===== src/rtl/fetch_pkg.sv =====
// fetch_pkg: shared constants and types for the buffered fetch stage.
//   XLEN          : instruction / PC width carried in a queue entry
//   NOP_INSTR     : addi x0,x0,0, shown to decode whenever no entry is valid
//   fetch_entry_t : one prefetch queue entry {instr, pc, misalign}
// Optional feature macro: FETCH_MISALIGN_EN adds the per-entry misalign flag.
package fetch_pkg;

  localparam int unsigned XLEN = 32;

  localparam logic [XLEN-1:0] NOP_INSTR = 32'h0000_0013;

  typedef struct packed {
    logic [XLEN-1:0] instr;
    logic [XLEN-1:0] pc;
`ifdef FETCH_MISALIGN_EN
    logic            misalign;
`endif
  } fetch_entry_t;

endpackage


===== src/rtl/fetch_buffered_if.sv =====
// fetch_buffered_if: imem read port plus the valid/ready decode handshake.
//   master : fetch stage side (drives imem request and head entry, takes rdata/Ready)
//   slave  : environment side (imem + decode)
// Signals:
//   imem_req_o / imem_addr_o / imem_rdata_i : synchronous-read imem port
//   Valid_o / Ready_i                        : decode handshake
//   Instr_o, PC_F, PCPlus4_F, A1_o/A2_o/A3_o : head entry and its register fields
//   Misalign_o                               : only with FETCH_MISALIGN_EN
interface fetch_buffered_if #(
  parameter int unsigned DATA_WIDTH = 32
);

  logic                  imem_req_o;
  logic [DATA_WIDTH-1:0] imem_addr_o;
  logic [DATA_WIDTH-1:0] imem_rdata_i;
  logic                  Valid_o;
  logic                  Ready_i;
  logic [DATA_WIDTH-1:0] Instr_o;
  logic [DATA_WIDTH-1:0] PC_F;
  logic [DATA_WIDTH-1:0] PCPlus4_F;
  logic [4:0]            A1_o;
  logic [4:0]            A2_o;
  logic [4:0]            A3_o;
`ifdef FETCH_MISALIGN_EN
  logic                  Misalign_o;
`endif

  modport master (
    output imem_req_o, imem_addr_o,
    input  imem_rdata_i,
    output Valid_o, Instr_o, PC_F, PCPlus4_F, A1_o, A2_o, A3_o,
`ifdef FETCH_MISALIGN_EN
    output Misalign_o,
`endif
    input  Ready_i
  );

  modport slave (
    input  imem_req_o, imem_addr_o,
    output imem_rdata_i,
    input  Valid_o, Instr_o, PC_F, PCPlus4_F, A1_o, A2_o, A3_o,
`ifdef FETCH_MISALIGN_EN
    input  Misalign_o,
`endif
    output Ready_i
  );

endinterface


===== src/rtl/fetch_fifo.sv =====
// fetch_fifo: synchronous prefetch queue of fetch_entry_t.
//   clk, rst   : clock, asynchronous active-high reset
//   push/wdata : write an entry at the tail
//   pop        : drop the head entry
//   flush      : empty the queue (wins over push/pop)
//   rdata      : head entry (meaningful only when !empty)
//   count      : occupancy, 0..DEPTH
//   full/empty : occupancy flags
// DEPTH must be a power of two so the pointers wrap naturally.
module fetch_fifo
  import fetch_pkg::*;
#(
  parameter  int unsigned DEPTH = 4,
  localparam int unsigned AW    = $clog2(DEPTH)
) (
  input  logic         clk,
  input  logic         rst,
  input  logic         push,
  input  logic         pop,
  input  logic         flush,
  input  fetch_entry_t wdata,
  output fetch_entry_t rdata,
  output logic [AW:0]  count,
  output logic         full,
  output logic         empty
);

  fetch_entry_t  mem [DEPTH];
  logic [AW-1:0] wr_ptr;
  logic [AW-1:0] rd_ptr;

  always_ff @(posedge clk or posedge rst) begin
    if (rst) begin
      wr_ptr <= '0;
      rd_ptr <= '0;
      count  <= '0;
    end else if (flush) begin
      wr_ptr <= '0;
      rd_ptr <= '0;
      count  <= '0;
    end else begin
      if (push) wr_ptr <= wr_ptr + 1'b1;
      if (pop)  rd_ptr <= rd_ptr + 1'b1;
      case ({push, pop})
        2'b10:   count <= count + 1'b1;
        2'b01:   count <= count - 1'b1;
        default: count <= count;
      endcase
    end
  end

  // Storage needs no reset: entries are only observed through count.
  always_ff @(posedge clk) begin
    if (push && !flush) mem[wr_ptr] <= wdata;
  end

  assign rdata = mem[rd_ptr];
  assign full  = (count == (AW+1)'(DEPTH));
  assign empty = (count == '0);

  pop_on_empty: assert property (@(posedge clk) disable iff (rst) !(pop && empty && !flush));

endmodule


===== src/rtl/fetch_buffered.sv =====
// fetch_buffered: RISC-V fetch stage with PC generation, a synchronous-read
// imem port and a FIFO_DEPTH-entry prefetch queue towards decode.
//   clk, rst     : clock, asynchronous active-high reset
//   PCSrc_i      : redirect from Execute (taken branch/jump), highest priority
//   PCTargetE_i  : redirect target
//   bus (master) : imem port + decode handshake, see fetch_buffered_if
// Parameters: DATA_WIDTH (must equal fetch_pkg::XLEN), FIFO_DEPTH (power of 2,
// >= 2), RESET_PC.
// Optional feature macro FETCH_MISALIGN_EN: keeps target[1:0] in the PC and
// flags the entry fetched for a misaligned target via Misalign_o.
module fetch_buffered
  import fetch_pkg::*;
#(
  parameter int unsigned          DATA_WIDTH = 32,
  parameter int unsigned          FIFO_DEPTH = 4,
  parameter logic [DATA_WIDTH-1:0] RESET_PC  = '0
) (
  input  logic                  clk,
  input  logic                  rst,
  input  logic                  PCSrc_i,
  input  logic [DATA_WIDTH-1:0] PCTargetE_i,
  fetch_buffered_if.master      bus
);

  localparam int unsigned AW = $clog2(FIFO_DEPTH);

  logic [DATA_WIDTH-1:0] pc;
  logic [DATA_WIDTH-1:0] req_pc;
  logic                  inflight;
`ifdef FETCH_MISALIGN_EN
  logic                  req_mis;
`endif

  logic [DATA_WIDTH-1:0] pc_word;
  logic [DATA_WIDTH-1:0] pc_seq;
  logic [DATA_WIDTH-1:0] redirect_pc;
  logic [AW+1:0]         credits_used;
  logic                  kill;
  logic                  req;
  logic                  push;
  logic                  pop;
  logic                  valid;

  fetch_entry_t          wdata;
  fetch_entry_t          head;
  logic [AW:0]           count;
  logic                  full;
  logic                  empty;

  assign pc_word = {pc[DATA_WIDTH-1:2], 2'b00};
  // Sequential fetch continues from the word boundary, so only the redirect
  // target itself can be misaligned.
  assign pc_seq  = pc_word + DATA_WIDTH'(4);

`ifdef FETCH_MISALIGN_EN
  assign redirect_pc = PCTargetE_i;
`else
  logic unused_tgt_lsb;
  assign unused_tgt_lsb = ^PCTargetE_i[1:0];
  assign redirect_pc    = {PCTargetE_i[DATA_WIDTH-1:2], 2'b00};
`endif

  // Credits count queued entries plus the outstanding response; a pop in
  // this cycle only shows up through count next cycle.
  assign credits_used = {1'b0, count} + (AW+2)'(inflight);
  assign req          = !rst && !PCSrc_i && (credits_used < (AW+2)'(FIFO_DEPTH));

  // A redirect kills the response returning this cycle; with a one-cycle
  // imem the kill window is exactly the redirect cycle.
  assign kill  = PCSrc_i;
  assign push  = inflight && !kill;
  assign valid = !empty && !PCSrc_i;
  assign pop   = valid && bus.Ready_i;

  always_comb begin
    wdata          = '0;
    wdata.instr    = bus.imem_rdata_i;
    wdata.pc       = req_pc;
`ifdef FETCH_MISALIGN_EN
    wdata.misalign = req_mis;
`endif
  end

  always_ff @(posedge clk or posedge rst) begin
    if (rst) begin
      pc       <= RESET_PC;
      req_pc   <= '0;
      inflight <= 1'b0;
`ifdef FETCH_MISALIGN_EN
      req_mis  <= 1'b0;
`endif
    end else if (PCSrc_i) begin
      pc       <= redirect_pc;
      inflight <= 1'b0;
    end else begin
      inflight <= req;
      if (req) begin
        req_pc  <= pc;
`ifdef FETCH_MISALIGN_EN
        req_mis <= (pc[1:0] != 2'b00);
`endif
        pc      <= pc_seq;
      end
    end
  end

  fetch_fifo #(
    .DEPTH (FIFO_DEPTH)
  ) u_fifo (
    .clk   (clk),
    .rst   (rst),
    .push  (push),
    .pop   (pop),
    .flush (PCSrc_i),
    .wdata (wdata),
    .rdata (head),
    .count (count),
    .full  (full),
    .empty (empty)
  );

  assign bus.imem_req_o  = req;
  assign bus.imem_addr_o = pc_word;
  assign bus.Valid_o     = valid;
  assign bus.Instr_o     = valid ? head.instr : NOP_INSTR;
  assign bus.PC_F        = valid ? head.pc : '0;
  assign bus.PCPlus4_F   = bus.PC_F + DATA_WIDTH'(4);
  assign bus.A1_o        = bus.Instr_o[19:15];
  assign bus.A2_o        = bus.Instr_o[24:20];
  assign bus.A3_o        = bus.Instr_o[11:7];
`ifdef FETCH_MISALIGN_EN
  assign bus.Misalign_o  = valid && head.misalign;
`endif

  no_overflow: assert property (@(posedge clk) disable iff (rst) !(push && full));

endmodule


===== src/flat_wrapper.sv =====
// flat-port wrapper written by rule: the top's interface ports become plain ports
module fetch_buffered_flat import fetch_pkg::*;
#(
  parameter int unsigned          DATA_WIDTH = 32,
  parameter int unsigned          FIFO_DEPTH = 4,
  parameter logic [DATA_WIDTH-1:0] RESET_PC  = '0
)
  (clk, rst, PCSrc_i, PCTargetE_i, bus_imem_req_o, bus_imem_addr_o, bus_imem_rdata_i, bus_Valid_o, bus_Instr_o, bus_PC_F, bus_PCPlus4_F, bus_A1_o, bus_A2_o, bus_A3_o, bus_Ready_i);
  fetch_buffered_if #(.DATA_WIDTH(DATA_WIDTH)) bus_i ();
  input  logic clk;
  input  logic rst;
  input  logic PCSrc_i;
  input  logic [DATA_WIDTH-1:0] PCTargetE_i;
  output wire logic [$bits(bus_i.imem_req_o)-1:0] bus_imem_req_o;
  output wire logic [$bits(bus_i.imem_addr_o)-1:0] bus_imem_addr_o;
  input wire logic [$bits(bus_i.imem_rdata_i)-1:0] bus_imem_rdata_i;
  output wire logic [$bits(bus_i.Valid_o)-1:0] bus_Valid_o;
  output wire logic [$bits(bus_i.Instr_o)-1:0] bus_Instr_o;
  output wire logic [$bits(bus_i.PC_F)-1:0] bus_PC_F;
  output wire logic [$bits(bus_i.PCPlus4_F)-1:0] bus_PCPlus4_F;
  output wire logic [$bits(bus_i.A1_o)-1:0] bus_A1_o;
  output wire logic [$bits(bus_i.A2_o)-1:0] bus_A2_o;
  output wire logic [$bits(bus_i.A3_o)-1:0] bus_A3_o;
  input wire logic [$bits(bus_i.Ready_i)-1:0] bus_Ready_i;
  assign bus_imem_req_o = bus_i.imem_req_o;
  assign bus_imem_addr_o = bus_i.imem_addr_o;
  assign bus_i.imem_rdata_i = bus_imem_rdata_i;
  assign bus_Valid_o = bus_i.Valid_o;
  assign bus_Instr_o = bus_i.Instr_o;
  assign bus_PC_F = bus_i.PC_F;
  assign bus_PCPlus4_F = bus_i.PCPlus4_F;
  assign bus_A1_o = bus_i.A1_o;
  assign bus_A2_o = bus_i.A2_o;
  assign bus_A3_o = bus_i.A3_o;
  assign bus_i.Ready_i = bus_Ready_i;
  fetch_buffered #(.DATA_WIDTH(DATA_WIDTH), .FIFO_DEPTH(FIFO_DEPTH), .RESET_PC(RESET_PC)) u_core (.clk(clk), .rst(rst), .PCSrc_i(PCSrc_i), .PCTargetE_i(PCTargetE_i), .bus(bus_i));
endmodule

===== config.mk =====
export PLATFORM = sky130hd
export DESIGN_NAME = fetch_buffered_flat
export DESIGN_NICKNAME = d
export VERILOG_FILES = /design/src/rtl/fetch_pkg.sv /design/src/rtl/fetch_buffered_if.sv /design/src/rtl/fetch_fifo.sv /design/src/rtl/fetch_buffered.sv /design/src/flat_wrapper.sv
export SDC_FILE = /design/constraint.sdc
export NUM_CORES = 1
export LEC_CHECK = 0
export ABC_AREA = 1
export CAP_MARGIN = 20
export CORE_MARGIN = 4
export CORE_UTILIZATION = 50
export CTS_CLUSTER_SIZE = 14
export DETAILED_ROUTE_END_ITERATION = 12
export PLACE_DENSITY = 0.74
export SYNTH_ARGS = -nofsm -noshare
export SYNTH_HDL_FRONTEND = slang
export SYNTH_SLANG_ARGS = --single-unit

===== constraint.sdc =====
create_clock -name clk -period 10.5 [get_ports clk]
set_input_delay 1.05 -clock clk [delete_from_list [all_inputs] [get_ports clk]]
set_output_delay 1.05 -clock clk [all_outputs]
set_load 0.03 [all_outputs]

Word level (Yosys, flattened, before mapping)
Memory sizes are Yosys's and may differ from the RTL's. Cells that the tools add are included.

Flip-flop bits (word level): 72. Bits in writable memories: 256. Input bits: 68. Output and inout port bits: 145. Word-level logic and storage cells: 46. Memories kept: 1.

Memory list: u_core.u_fifo.mem (words 4, width 64, read ports 1, clocked after Yosys merged registers in 0, wr ports 1, RTL line fetch_fifo.sv:28) `fetch_entry_t mem [DEPTH];`.

$add $sub $neg: 7. Magnitude comparators: 1. Equality and inequality tests: 2. Muxes and demuxes: 13. Bitwise logic cells: 1. Reduce and logical (&&, ||, !) cells: 15.

Operators by type and width (number): two-way mux 32 bit (4); adder 32 x 3 -> 32 bit, second input constant (2); two-way mux 2 bit (4); logical AND 1 bit (6); one-hot mux 3 bit (2 select lines) (1); nonzero test 2 bit (3); adder 2 x 1 -> 2 bit, second input constant (2); adder 3 x 1 -> 4 bit (1); < comparator 4 x 3 -> 1 bit, second input constant (1); adder 3 x 1 -> 3 bit, second input constant (1); logical NOT 1 bit (3); logical NOT 3 bit (1); two-way mux 1 bit (3); two-way mux 3 bit (1); nonzero test 3 bit (1); subtractor 3 x 1 -> 3 bit, second input constant (1); == test 2 x 1 -> 1 bit, second input constant (1); == test 2 bit, second input constant (1); AND reduction 2 bit (1); NOT 1 bit (1).

Longest topological paths before layout
Gate-level depths: netlist of run 1.

Depth in word-level cells: 7. Gate-level depth with buffers: 14. Gate-level depth less buffers: 12.

Hierarchy
From an unflattened synthesis of run 1, not the netlist that was laid out.

Cells, all modules: 1467. Area total of the unflattened synthesis: 14756.7 µm².

Modules (own cells, without submodules): fetch_fifo (instances 1, cells an instance 681, area an instance 9943.3 µm², sequential area each 7862.5 µm²); fetch_buffered (instances 1, cells an instance 786, area an instance 4813.4 µm², sequential area each 1526.5 µm²).

Worst setup path before layout of run 1
Ideal clock, no wire load.

Path kind: input -> output. Start point: in rst. End point: out bus_imem_req_o. Arrival time: 3.646 ns. Data required time: 9.450 ns. Setup slack: 5.804 ns. Stages on the path: 5. Path buffers: 2. Cells stage by stage: inv_1 -> nand4_1 -> buf_2 -> clkbuf_1 -> inv_1.

Word-level cells in the longest chain between the ends: 3.

Ends and longest elaborated chain: from (decl) (RTL line flat_wrapper.sv:11) `input logic rst;`; logical NOT 1 bit (RTL line fetch_buffered.sv:66) `assign req = !rst && !PCSrc_i && (credits_used < (AW+2)'(FIFO_DEPTH));`; logical AND 1 bit (2 in series) (RTL line fetch_buffered.sv:66); to (decl) (RTL line flat_wrapper.sv:14) `output wire logic [$bits(bus_i.imem_req_o)-1:0] bus_imem_req_o;`.

Every way passes these cells.

Worst setup path in the final report of run 1
Start point: reg u_core.u_fifo.rd_ptr[1]. End point: out bus_PCPlus4_F[18].

Word-level cells in the longest chain between the ends: 3.

Ends and longest elaborated chain: from (decl) (RTL line fetch_fifo.sv:30) `logic [AW-1:0] rd_ptr;`; from (signal assigned) (RTL line fetch_fifo.sv:43) `if (pop) rd_ptr <= rd_ptr + 1'b1;`; memory (4 x 64 bit); two-way mux 32 bit (RTL line fetch_buffered.sv:126) `assign bus.PC_F = valid ? head.pc : '0;`; adder 32 x 3 -> 32 bit (RTL line fetch_buffered.sv:127) `assign bus.PCPlus4_F = bus.PC_F + DATA_WIDTH'(4);`; to (decl) (RTL line flat_wrapper.sv:20) `output wire logic [$bits(bus_i.PCPlus4_F)-1:0] bus_PCPlus4_F;`.

Every way passes these cells.

==> impl_metrics.tcl, run 1 <==
set metrics [dict create \
    wire_per_inst_um 17.1 \
    status "finished clean" \
    vdd_ir_drop_max_uv 126 \
    path_clk_slew_ps 60 \
    yosysTopAreaCell "edfxtp_1" \
    die_x_um 181 \
    p_switching_mw 1.54 \
    final_cell_mix "nand2_1 (367), edfxtp_1 (248), nor2_1 (236)" \
    final_hold_viol_count 0 \
    leakage_nw 7.30 \
    ctsResizeCount 0 \
    synth_cell_type_count 43 \
    power_density_nw_per_um2 236 \
    area_growth_pct 22.5 \
    syn_area_per_cell_um2 9.55 \
    criticalPathCategory "reg -> out" \
    grt_overflow 0 \
    r2r_slack_ps 7720 \
    antenna_found_initial 0 \
    holdWs_ps 506 \
    grt_pass1_vias 10900 \
    min-delay-start "u_core.req_pc[19]" \
    p_int_mw 2.80 \
    insertion_delay_ps 510 \
    cp_cell_sequence "inv_2 > buf_4 > nand3_1 > nand2_1 > nand2_1 > inv_1 > ha_1 > nand3_2 > nor2_4 > nand2_1 > xor2_1 > clkdlybuf4s50_1" \
    skew_ps 23.9 \
    cap_violations 0 \
    ys_seq_area_frac 0.611 \
    dr.pass1.iters 8 \
    whs_path_depth 0 \
    clockPowerShare 0.296 \
    path_max_fanout 38 \
    track_usage 0.221 \
    switching_share 0.354 \
    required_ps 9450 \
    initial_core_util 0.506 \
    design.die.area_um2 32800 \
    dp_hpwl_um 23500 \
    crit_path_top_delay_cell "inv_2" \
    drtIter0Drc 885 \
    post-route-period-util 0.530 \
    detail-route-antenna-nets 0 \
    ys_ff_latch 316 \
    post_cts_buffers 0 \
    crit_path_end_kind "output pin" \
    r2r_end "u_core.pc[14]" \
    yosysTopAreaCellShare 0.497 \
    power.share.combinational 0.323 \
    cts_buffers 34 \
    drive_gt1_frac 0.0725 \
    cts_max_level 2 \
    dr_total_vias 11300 \
    seq_power_share 0.381 \
    io_pins 213 \
    worstRegToRegCells 6 \
    period_needed_ps 5570 \
    hp-class "reg -> reg" \
    clock_path_buffers 3 \
    whs_endpoint "u_core.u_fifo.mem[3][19]" \
    relSlewSlack 0.303 \
    rows 63 \
    fin_tns_setup_ps 0 \
    grt_pass1_wl_um 58100 \
    syn_area_um2 15000 \
    io_buffers 204 \
    start_kind "register" \
    tightest_slew_ps 1050 \
    crit_arrival_ps 4520 \
    grt_max_degree 104 \
    synthCells 1569 \
    crit_top_cell "nand2_1" \
    cts.sinks 316 \
    routed_wirelength_um 36900 \
    final_max_slew_viol_count 0 \
    avgViaCountPerCell 5.26 \
    finalSetupViolCount 0 \
    core_area_um2 29600 \
    cts_hold_buf 0 \
    cp_slowest_stage_delay_ps 720 \
    fin_nets 1816 \
    die_h_um 181 \
    ys_top_cells_by_area "edfxtp_1 (50%), dfrtp_1 (11%), nand2_1 (9.2%), nor2_1 (6.0%), inv_1 (4.0%)" \
    gp_congestion 0.946 \
    clockRootBuffer "clkbuf_16" \
    antenna_cells 0 \
    r2r_start "u_core.u_fifo.count[0]" \
    final_common_cell "nand2_1" \
    cts_tree "yes" \
    drc 0 \
    synth_warnings 0 \
    rsz0062_at_grt "false" \
    fmax_mhz 180 \
]
[metal layers]
| metal | vias to the layer above | global-route usage | share of wire |
|---|---|---|---|
| met2 | 511 | 0.356 | 0.46 |
| met3 | 57 | 0.0320 | 0.083 |
| met4 | 0 | 0.0642 | 0.024 |
| met1 | 5278 | 0.315 | 0.43 |
| met5 | - | 0 | 0 |
| li1 | 5488 | - | - |
[Yosys cell counts (all sizes together)]
library cell	number
a21oi	34
a22o	1
a31oi	1
buf	69
clkbuf	17
clkinv	1
conb	1
dfrtp	68
edfxtp	248
fa	1
ha	6
inv	166
nand2	381
nand3	118
nand3b	4
nand4	23
nor2	267
nor3	8
nor4	1
nor4b	1
o2111ai	1
o211ai	7
o21ai	105
o21bai	2
o221ai	5
o22ai	2
o311ai	3
o31ai	1
xnor2	2
xor2	25
[flip-flops by register name (all words and copies together), names as in the netlist]
name                  flops
u_core.pc                30
u_core.u_fifo.mem       248
u_core.u_fifo.count       3
u_core.u_fifo.rd_ptr      2
u_core.u_fifo.wr_ptr      2
u_core.req_pc            30
u_core.inflight           1
[critical path: cells and delay by family, from the launching register on]
kind          cells  cell delay [ps]
simple gates      6              910
fa+ha+maj         1              260
xor+xnor          1              190
flops             1              640
buf+inv           4             1990
[how the worst max path moves through the flow]
stage,to,from,cells past startpoint,slack [ps]
after global placement,bus_PCPlus4_F[18],PCSrc_i,12,4980
after CTS,bus_PCPlus4_F[14],u_core.u_fifo.rd_ptr[1],11,4880
after detailed placement,bus_PCPlus4_F[14],PCSrc_i,11,4970
after floorplan,bus_imem_req_o,rst,5,5800
after global routing,bus_PCPlus4_F[18],u_core.u_fifo.rd_ptr[1],12,4560
final,bus_PCPlus4_F[18],u_core.u_fifo.rd_ptr[1],12,4930
[power by group through the flow]
stage	logic (mW)	registers (mW)	clock network (mW)
3_3_place_gp	1.38	1.67	0
2_1_floorplan	0.915	1.65	0
6_report	1.40	1.65	1.28
3_5_place_dp	1.40	1.67	0
4_1_cts	1.41	1.65	1.30
5_1_grt	1.52	1.67	1.36
[per-stage QoR]
stage | worst slack (ps) | area (um2) | power (mW) | std cells | utilization
6_report | 4930 | 18400 | 4.34 | 2156 | 0.619
4_1_cts | 4880 | 18400 | 4.36 | 2156 | 0.619
3_5_place_dp | 4970 | 17100 | 3.07 | 2095 | 0.578
2_1_floorplan | 5800 | 15000 | 2.57 | 1574 | -
5_1_grt | 4560 | 18400 | 4.54 | 2156 | 0.619
3_3_place_gp | 4980 | 17100 | 3.05 | 2095 | 0.578
[cell type report]
cell class | count | area (um2)
fill | 2411 | 11300
sequential | 316 | 9150
multi-input combinational | 1005 | 4730
timing repair buffer | 217 | 2140
clock buffer | 43 | 958
inverter | 167 | 628
tap | 390 | 488
clock inverter | 18 | 265
[cells by family after synthesis]
| logic type | Yosys count | synth area share |
|---|---|---|
| buffers and inverters | 253 | 0.0773 |
| other | 1 | 0.000250 |
| xor gates and xnor gates | 27 | 0.0158 |
| DFF | 316 | 0.611 |
| and+or+nand+nor | 803 | 0.230 |
| adders and majority gates | 7 | 0.00635 |
| AOI/OAI and AO/OA | 162 | 0.0595 |
No activity file was read; power rests on OpenSTA's default activity.
==> inputs of run 2 (changes only) <==
==> constraint.sdc (replaced) <==
create_clock -name clk -period 5.6 [get_ports clk]
set_input_delay 0.56 -clock clk [delete_from_list [all_inputs] [get_ports clk]]
set_output_delay 0.56 -clock clk [all_outputs]
set_load 0.03 [all_outputs]
==> run 2 against run 1 <==
  * First-iteration DRC count grew 1.8%
  * Sequential power grew 88%
  * Total power grew 82%
  * Highest routed layer unchanged
  * Die area is the same
  * Critical path depth shrank 1
  * Non-clock buffer count grew 6
  * Critical path type unchanged
  * Combinational power grew 89%
  * Wire length grew 0.49%
  * Clock power grew 67%
==> impl_metrics.tcl, run 2 (synthesis results as in run 1) <==
set metrics [dict create \
    clock_path_buffers 3 \
    path_clk_slew_ps 60 \
    design.die.area_um2 32800 \
    clockRootBuffer "clkbuf_16" \
    regMostFlops "u_core.u_fifo.mem" \
    final_max_slew_viol_count 0 \
    vdd_ir_drop_max_uv 233 \
    fmax_mhz 207 \
    crit_arrival_ps 4280 \
    grt_pass1_wl_um 58100 \
    whs_endpoint "u_core.u_fifo.mem[1][20]" \
    criticalPathCategory "reg -> out" \
    final_common_cell "nand2_1" \
    start_kind "register" \
    insertion_delay_ps 510 \
    avgViaCountPerCell 5.29 \
    min-delay-start "u_core.req_pc[20]" \
    gp_congestion 0.861 \
    holdWs_ps 500 \
    final_cell_mix "nand2_1 (367), edfxtp_1 (248), nor2_1 (236)" \
    r2r_slack_ps 3060 \
    final_hold_viol_count 0 \
    post-route-period-util 0.864 \
    r2r_start "u_core.u_fifo.count[0]" \
    status "finished clean" \
    die_x_um 181 \
    die_h_um 181 \
    path_max_fanout 79 \
    seq_power_share 0.394 \
    power_density_nw_per_um2 432 \
    antenna_cells 0 \
    required_ps 5040 \
    cap_violations 0 \
    crit_path_end_kind "output pin" \
    ctsResizeCount 0 \
    fin_tns_setup_ps 0 \
    drive_gt1_frac 0.0773 \
    drc 0 \
    p_int_mw 4.98 \
    dr.pass1.iters 5 \
    power.share.combinational 0.336 \
    finalSetupViolCount 0 \
    cts_max_level 2 \
    track_usage 0.220 \
    switching_share 0.368 \
    dp_hpwl_um 24800 \
    routed_wirelength_um 37100 \
    grt_overflow 0 \
    hp-class "reg -> reg" \
    clockPowerShare 0.271 \
    utilization 0.616 \
    cts_buffers 34 \
    detail-route-antenna-nets 0 \
    period_needed_ps 4840 \
    cts.sinks 316 \
    io_pins 213 \
    rows 63 \
    fin_nets 1822 \
    rsz0062_at_grt "false" \
    dr_total_vias 11400 \
    drtIter0Drc 901 \
    largest_reg_flops 248 \
    cts_tree "yes" \
    grt_max_degree 80 \
    skew_ps 26.0 \
    whs_path_depth 0 \
    grt_pass1_vias 11000 \
    area_growth_pct 21.9 \
    initial_core_util 0.506 \
    startpoint "u_core.u_fifo.rd_ptr[0]" \
    r2r_end "u_core.pc[14]" \
    cts_hold_buf 0 \
    worstRegToRegCells 7 \
    top_regs "u_core.u_fifo.mem x248, u_core.pc x30, u_core.req_pc x30" \
    wire_per_inst_um 17.1 \
    post_cts_buffers 0 \
    relSlewSlack 0.374 \
    antenna_found_initial 0 \
    p_switching_mw 2.90 \
    tightest_slew_ps 938 \
    leakage_nw 7.28 \
    io_buffers 204 \
    core_area_um2 29600 \
]
[run 2: power by group through the flow]
stage          Sequential [mW]  Clock (mW)  Combinational [mW]
2_1_floorplan             3.10           0                1.72
3_3_place_gp              3.13           0                2.61
3_5_place_dp              3.15           0                2.64
4_1_cts                   3.10        2.18                2.66
5_1_grt                   3.14        2.27                2.85
6_report                  3.10        2.14                2.65
[run 2: how the worst max path moves through the flow]
stage | endpoint | depth (start not counted) | slack [ps]
after floorplan | u_core.u_fifo.mem[0][10] | 4 | 1540
after CTS | bus_PCPlus4_F[8] | 11 | 720
after global routing | bus_PCPlus4_F[8] | 11 | 530
after global placement | bus_PCPlus4_F[8] | 11 | 1310
final | bus_PCPlus4_F[8] | 11 | 760
after detailed placement | bus_PCPlus4_F[8] | 11 | 1250
[run 2: critical path, cell delays in order, from the launching register on]
cell and delay [ps]:
dfrtp_4 710, clkinv_2 120, buf_4 620, nor2_1 110, o21ai_1 180, nand3_2 180, inv_1 190, ha_1 290
nand3_2 250, nor2_4 200, xor2_1 190, clkdlybuf4s50_1 710
[run 2: metal layers]
metal / vias up / global-route usage / wire length, um
met4: 0 / 0.0766 / 1290
li1: 5509 / - / -
met3: 73 / 0.0370 / 3000
met5: - / 0 / 0
met2: 491 / 0.357 / 17200
met1: 5361 / 0.304 / 15500
[run 2: cell type report]
cell class / count / area [um2]
fill: 2378 / 11400
sequential: 316 / 9150
multi-input combinational: 1005 / 4730
timing repair buffer: 223 / 2190
clock buffer: 46 / 958
inverter: 167 / 628
tap: 390 / 488
clock inverter: 16 / 128
[run 2: through the flow]
stage               instance area, um2  total power [mW]  worst slack [ps]  cells
global route                     18300              8.27               525   2163
floorplan                        15000              4.82              1540   1574
finish                           18300              7.89               763   2163
detailed placement               17200              5.79              1250   2101
CTS                              18300              7.93               715   2163
global placement                 17200              5.73              1310   2101
